===== config.mk =====
export PLATFORM = sky130hd
export DESIGN_NAME = mean_filter_frame_ctrl
export DESIGN_NICKNAME = d
export VERILOG_FILES = /design/src/rtl/mean_filter_pkg.sv /design/src/rtl/seg_counter.sv /design/src/rtl/mean_filter_frame_ctrl.sv
export SDC_FILE = /design/constraint.sdc
export NUM_CORES = 1
export LEC_CHECK = 0
export ABC_AREA = 1
export CAP_MARGIN = 10
export CORE_ASPECT_RATIO = 0.5
export CORE_UTILIZATION = 55
export DETAILED_ROUTE_END_ITERATION = 12
export PLACE_DENSITY_LB_ADDON = 0.25
export SYNTH_ARGS = -nofsm -noshare
export SYNTH_HDL_FRONTEND = slang
export SYNTH_SLANG_ARGS = --single-unit

===== constraint.sdc =====
create_clock -name clk -period 2.8 [get_ports clk]
set_clock_uncertainty 0.1 [all_clocks]
set_input_delay 0.42 -clock clk [delete_from_list [all_inputs] [get_ports clk]]
set_output_delay 0.42 -clock clk [all_outputs]
set_load 0.1 [all_outputs]

===== src/rtl/mean_filter_pkg.sv =====
// Shared definitions for the mean-filter pipeline: frame sequencer states and
// default timing geometry used by the RTL and the filter testbenches.
package mean_filter_pkg;

    localparam int DEF_DW    = 8;
    localparam int DEF_H_ACT = 4;
    localparam int DEF_V_ACT = 2;
    localparam int DEF_V_BP  = 8;
    localparam int DEF_H_GAP = 5;
    localparam int DEF_V_FP  = 3;
    localparam int DEF_V_GAP = 30;
    localparam int DEF_CW    = 12;

    typedef enum logic [2:0] {
        S_IDLE,
        S_VBP,
        S_ACTIVE,
        S_HGAP,
        S_VFP,
        S_VGAP
    } frame_state_t;

    // States during which the field sync is asserted.
    function automatic logic in_field(input frame_state_t s);
        return (s == S_VBP) || (s == S_ACTIVE) || (s == S_HGAP) || (s == S_VFP);
    endfunction

endpackage


===== src/rtl/seg_counter.sv =====
// Loadable down-counter that times one frame segment; tc flags the final
// cycle of a segment that was loaded with its length in cycles.
module seg_counter
    import mean_filter_pkg::*;
#(
    parameter int CW = DEF_CW
) (
    input  logic          clk,
    input  logic          rst,
    input  logic          load,
    input  logic [CW-1:0] value,
    output logic          tc
);

    logic [CW-1:0] r_count;

    always_ff @(posedge clk) begin
        if (rst) begin
            r_count <= '0;
        end else if (load) begin
            r_count <= value;
        end else if (r_count != '0) begin
            r_count <= r_count - 1'b1;
        end
    end

    assign tc = (r_count == CW'(1));

endmodule


===== src/rtl/mean_filter_frame_ctrl.sv =====
// Frame sequencer for the mean filter: generates vsync/hsync/pixel timing,
// pops pixels from the upstream source and flags source underflow.
module mean_filter_frame_ctrl
    import mean_filter_pkg::*;
#(
    parameter int DW    = DEF_DW,
    parameter int H_ACT = DEF_H_ACT,
    parameter int V_ACT = DEF_V_ACT,
    parameter int V_BP  = DEF_V_BP,
    parameter int H_GAP = DEF_H_GAP,
    parameter int V_FP  = DEF_V_FP,
    parameter int V_GAP = DEF_V_GAP,
    parameter int CW    = DEF_CW
) (
    input  logic          clk,
    input  logic          rst,
    input  logic          start,
    output logic          busy,
    output logic          done,
    input  logic          src_valid,
    input  logic [DW-1:0] src_data,
    output logic          src_ready,
    output logic          dout_vsync,
    output logic          dout_hsync,
    output logic [DW-1:0] dout,
    output logic          underflow
);

    localparam logic [CW-1:0] L_H_ACT = CW'(H_ACT);
    localparam logic [CW-1:0] L_V_ACT = CW'(V_ACT);
    localparam logic [CW-1:0] L_V_BP  = CW'(V_BP);
    localparam logic [CW-1:0] L_H_GAP = CW'(H_GAP);
    localparam logic [CW-1:0] L_V_FP  = CW'(V_FP);
    localparam logic [CW-1:0] L_V_GAP = CW'(V_GAP);

    frame_state_t  r_state;
    frame_state_t  w_state_next;
    logic          w_load;
    logic [CW-1:0] w_load_val;
    logic          w_tc;
    logic [CW-1:0] r_lines_left;
    logic          w_last_line;
    logic          w_start_acc;

    logic          r_vsync;
    logic          r_hsync;
    logic          r_busy;
    logic          r_done;
    logic [DW-1:0] r_dout;
    logic          r_underflow;

    seg_counter #(
        .CW(CW)
    ) u_seg (
        .clk  (clk),
        .rst  (rst),
        .load (w_load),
        .value(w_load_val),
        .tc   (w_tc)
    );

    assign w_last_line = (r_lines_left <= CW'(1));
    assign w_start_acc = (r_state == S_IDLE) && start;

    always_comb begin
        w_state_next = r_state;
        w_load       = 1'b0;
        w_load_val   = '0;
        case (r_state)
            S_IDLE: begin
                if (start) begin
                    w_state_next = S_VBP;
                    w_load       = 1'b1;
                    w_load_val   = L_V_BP;
                end
            end
            S_VBP: begin
                if (w_tc) begin
                    w_state_next = S_ACTIVE;
                    w_load       = 1'b1;
                    w_load_val   = L_H_ACT;
                end
            end
            S_ACTIVE: begin
                if (w_tc) begin
                    w_load = 1'b1;
                    if (w_last_line) begin
                        w_state_next = S_VFP;
                        w_load_val   = L_V_FP;
                    end else begin
                        w_state_next = S_HGAP;
                        w_load_val   = L_H_GAP;
                    end
                end
            end
            S_HGAP: begin
                if (w_tc) begin
                    w_state_next = S_ACTIVE;
                    w_load       = 1'b1;
                    w_load_val   = L_H_ACT;
                end
            end
            S_VFP: begin
                if (w_tc) begin
                    w_state_next = S_VGAP;
                    w_load       = 1'b1;
                    w_load_val   = L_V_GAP;
                end
            end
            S_VGAP: begin
                if (w_tc) begin
                    w_state_next = S_IDLE;
                end
            end
            default: begin
                w_state_next = S_IDLE;
            end
        endcase
    end

    // Pop one cycle ahead so the registered pixel lines up with hsync.
    assign src_ready = !rst && (w_state_next == S_ACTIVE);

    always_ff @(posedge clk) begin
        if (rst) begin
            r_state      <= S_IDLE;
            r_lines_left <= '0;
            r_vsync      <= 1'b0;
            r_hsync      <= 1'b0;
            r_busy       <= 1'b0;
            r_done       <= 1'b0;
            r_dout       <= '0;
            r_underflow  <= 1'b0;
        end else begin
            r_state <= w_state_next;
            r_vsync <= in_field(w_state_next);
            r_hsync <= (w_state_next == S_ACTIVE);
            r_busy  <= (w_state_next != S_IDLE);
            r_done  <= (r_state == S_VFP) && (w_state_next == S_VGAP);
            r_dout  <= (src_ready && src_valid) ? src_data : '0;

            if (w_start_acc) begin
                r_lines_left <= L_V_ACT;
            end else if ((r_state == S_ACTIVE) && w_tc && !w_last_line) begin
                r_lines_left <= r_lines_left - 1'b1;
            end

            if (w_start_acc) begin
                r_underflow <= 1'b0;
            end else if (src_ready && !src_valid) begin
                r_underflow <= 1'b1;
            end
        end
    end

    assign dout_vsync = r_vsync;
    assign dout_hsync = r_hsync;
    assign busy       = r_busy;
    assign done       = r_done;
    assign dout       = r_dout;
    assign underflow  = r_underflow;

endmodule


==> metrics.txt <==
H-Tree Depth=2; clk_lat worst skew=290 ps; Post-CTS Setup Bufs=0; Syn Nets=323; Worst-path clk slew=80 ps; crit-path cells=inv_1, ha_1, nor2_1, nor2_1, nand2_1, nor2_2, inv_1, nand2_4, nand2_4, nor3_4, buf_12; CTS sink cnt=40; Max Cap Viol=0; Crit. End Element=output port; Pleak=1.234 nW; Worst Min Path Start=r_lines_left[3]$_SDFFE_PP0P_; Comb pwr share=0.454; hold crit path type=reg2reg; crit path capture=src_ready; Fmax=0.3909 GHz; first-pass GRT wire length=7362 um; via/cell ratio=4.990; # setup viols final=0; Post-Syn Area=2155 um^2; Worst path top cell family by delay=simple AND/OR/NAND/NOR gates; Post-DP Area=2442 um^2; Power Total=2.052 mW; core footprint=3585 um^2; Pre-antenna DRT Iters=4; Slew @ Worst Pin=472.5 ps; wire per inst=11.53 um; #FFs+latches synth=40; CP arrival=2040 ps; Antenna diodes=0; sequential share of power=0.349; commonest non-fill, non-tap cell in the layout=nand2_1; PortBufs=25; Synth warnings=0; cell count after synthesis=306; Root Driver=clkbuf_8; Psw=0.8954 mW; row count=15; RSZ-0062 raised after global routing=no; post-synthesis sequential area ratio=0.3717; vias=1941; FF-to-FF path depth=9; CP bufs+invs=3; vias in the first global route=1722; outcome=complete, no violations; Hold Vio Cnt, Final=0; Pwr Density=809.5 nW/um^2; Slowest Stage Delay on Critical Path=350 ps; setup TNS=0 ps; average size of a mapped cell=7.041 um^2; WHS=381.7 ps; IO Pins=26; Layout Area Growth over Synthesis=17.65%; final cell area excluding filler cells=2535 um^2; TritonCTS Buffers=5; chip width=90.52 um; WS Path Type=reg2out; total congestion overflow=0; Fillers=307; peak supply drop=314.7 uV; Total Die Area=4187 um^2; fin crit share=0.9135; number of gates resized after CTS=0; largest net degree at the start of global routing=13; Global Route Usage Sum=0.2317; Synth cell types=29; initial antenna violation count=0; Reg2Reg Capture Point=r_lines_left[5]$_SDFFE_PP0P_; R2R Path Start=u_seg.r_count[1]$_SDFFE_PP0P_; Clk pwr share=0.197; routability congestion estimate=0.8800; CP startpoint kind=register; # hold bufs at CTS=0; post-DP HPWL=3587 um; TritonCTS clock tree=yes; Internal Power=1.157 mW; DR iter-0 viols=107; critical-path maximum fanout=6; Switching Fraction=0.4364; Chip Height=46.26 um; Worst Setup SP=r_lines_left[0]$_SDFFE_PP0P_; Nets=354; Remaining DRCs=0; Worst path depth=11; Antenna Nets Post-Route=0; Tmin final=2558 ps; WL final=4486 um; Initial Utilization=0.6010; r2r setup slk=820 ps; slowest CP cell=dfxtp_1; share of post-route cells with drive strength above 1=0.1746; Slew Limit Fails=0; most frequent cells in the layout=55 x nand2_1, 52 x inv_1, 49 x nor2_1; WP data required=2280 ps; final core occ=0.7072; hold path depth=2; maximum buffer depth of the clock tree=2; normalized max-slew margin=0.6842
-- cells in the mapped netlist --
| library cell | count | area (um^2) |
|---|---|---|
| and3_2 | 1 | 7.510 |
| nand4_1 | 2 | 12.51 |
| a21oi_2 | 1 | 8.760 |
| a21oi_1 | 21 | 105.1 |
| inv_2 | 2 | 7.510 |
| o21a_1 | 1 | 7.510 |
| nor2_1 | 49 | 183.9 |
| nor3_2 | 1 | 10.01 |
| nor4_1 | 1 | 6.260 |
| xor2_1 | 12 | 105.1 |
| nor3b_2 | 1 | 12.51 |
| clkbuf_1 | 1 | 3.750 |
| nor2_2 | 12 | 75.07 |
| nor3_1 | 6 | 30.03 |
| o21ai_2 | 1 | 8.760 |
| nor3b_1 | 2 | 15.01 |
| nor2_4 | 4 | 45.04 |
| dfxtp_1 | 40 | 800.8 |
| nor3_4 | 1 | 16.27 |
| o21ai_0 | 5 | 25.02 |
| o21ai_1 | 1 | 5.000 |
| a211oi_1 | 2 | 15.01 |
| nand2_1 | 55 | 206.5 |
| ha_1 | 5 | 62.56 |
| nand2_2 | 7 | 43.79 |
| inv_1 | 52 | 195.2 |
| nand3_1 | 13 | 65.06 |
| nand2_4 | 6 | 67.56 |
| o31ai_1 | 1 | 7.510 |
-- logic make-up (layout without fill, tap and decap cells) --
| kind of cell | count (synthesis) | in the layout | share of synthesized area |
|---|---|---|---|
| AND/OR/NAND/NOR | 161 | 161 | 0.3699 |
| buffers and inverters | 55 | 87 | 0.09582 |
| flip-flops | 40 | 40 | 0.3717 |
| AO/OA/AOI/OAI | 33 | 33 | 0.08478 |
| XOR/XNOR | 12 | 12 | 0.04878 |
| adder cells (fa/ha/maj) | 5 | 5 | 0.02904 |
-- worst min path at each step --
| stage | endpoint | slack (ps) |
|---|---|---|
| 2_1_floorplan | r_lines_left[3]$_SDFFE_PP0P_ | 350 |
| 3_3_place_gp | underflow$_SDFFE_PP0P_ | 340 |
| 3_5_place_dp | r_lines_left[3]$_SDFFE_PP0P_ | 370 |
| 4_1_cts | r_lines_left[3]$_SDFFE_PP0P_ | 380 |
| 5_1_grt | underflow$_SDFFE_PP0P_ | 410 |
| 6_report | r_lines_left[3]$_SDFFE_PP0P_ | 380 |
-- power groups by stage --
stage	sequential (mW)	combinational [mW]	clock [mW]
3_5_place_dp	0.730	0.922	0
4_1_cts	0.717	0.928	0.411
2_1_floorplan	0.793	0.678	0
5_1_grt	0.730	1.04	0.434
3_3_place_gp	0.727	0.905	0
6_report	0.717	0.931	0.404
-- worst min-delay path, stage by stage (launching register included) --
cell,delay (ps)
dfxtp_1,330
nand2_1,70
a21oi_1,50
-- routing by layer --
| metal | global-route usage | wire length (um) |
|---|---|---|
| met1 | 0.2772 | 2159 |
| met2 | 0.3985 | 1989 |
| met3 | 0.09076 | 297 |
| met4 | 0.06774 | 39 |
| met5 | 0 | 0 |
-- area by class of cell --
type,instances,area [um^2],area share
clock buffer,6,82.58,0.03258
timing repair buffer,25,227.7,0.08983
tap,51,63.81,0.02517
multi-input combinational,211,1147,0.4526
sequential,40,800.8,0.3159
inverter,54,202.7,0.07996
clock inverter,2,10.01,0.003949
-- stage by stage --
step / setup WS, ps / cells
5_1_grt: 76.63 / 389
6_report: 242.1 / 389
2_1_floorplan: 328.7 / 306
4_1_cts: 232.1 / 389
3_5_place_dp: 518.5 / 381
3_3_place_gp: 561.0 / 381
-- state kept, by name, indices dropped and copies added, names as in the netlist, 3 cells and up --
register	flops
u_seg.r_count	12
dout	8
r_state	3
r_lines_left	12
Power figures use the tool's default switching activity.
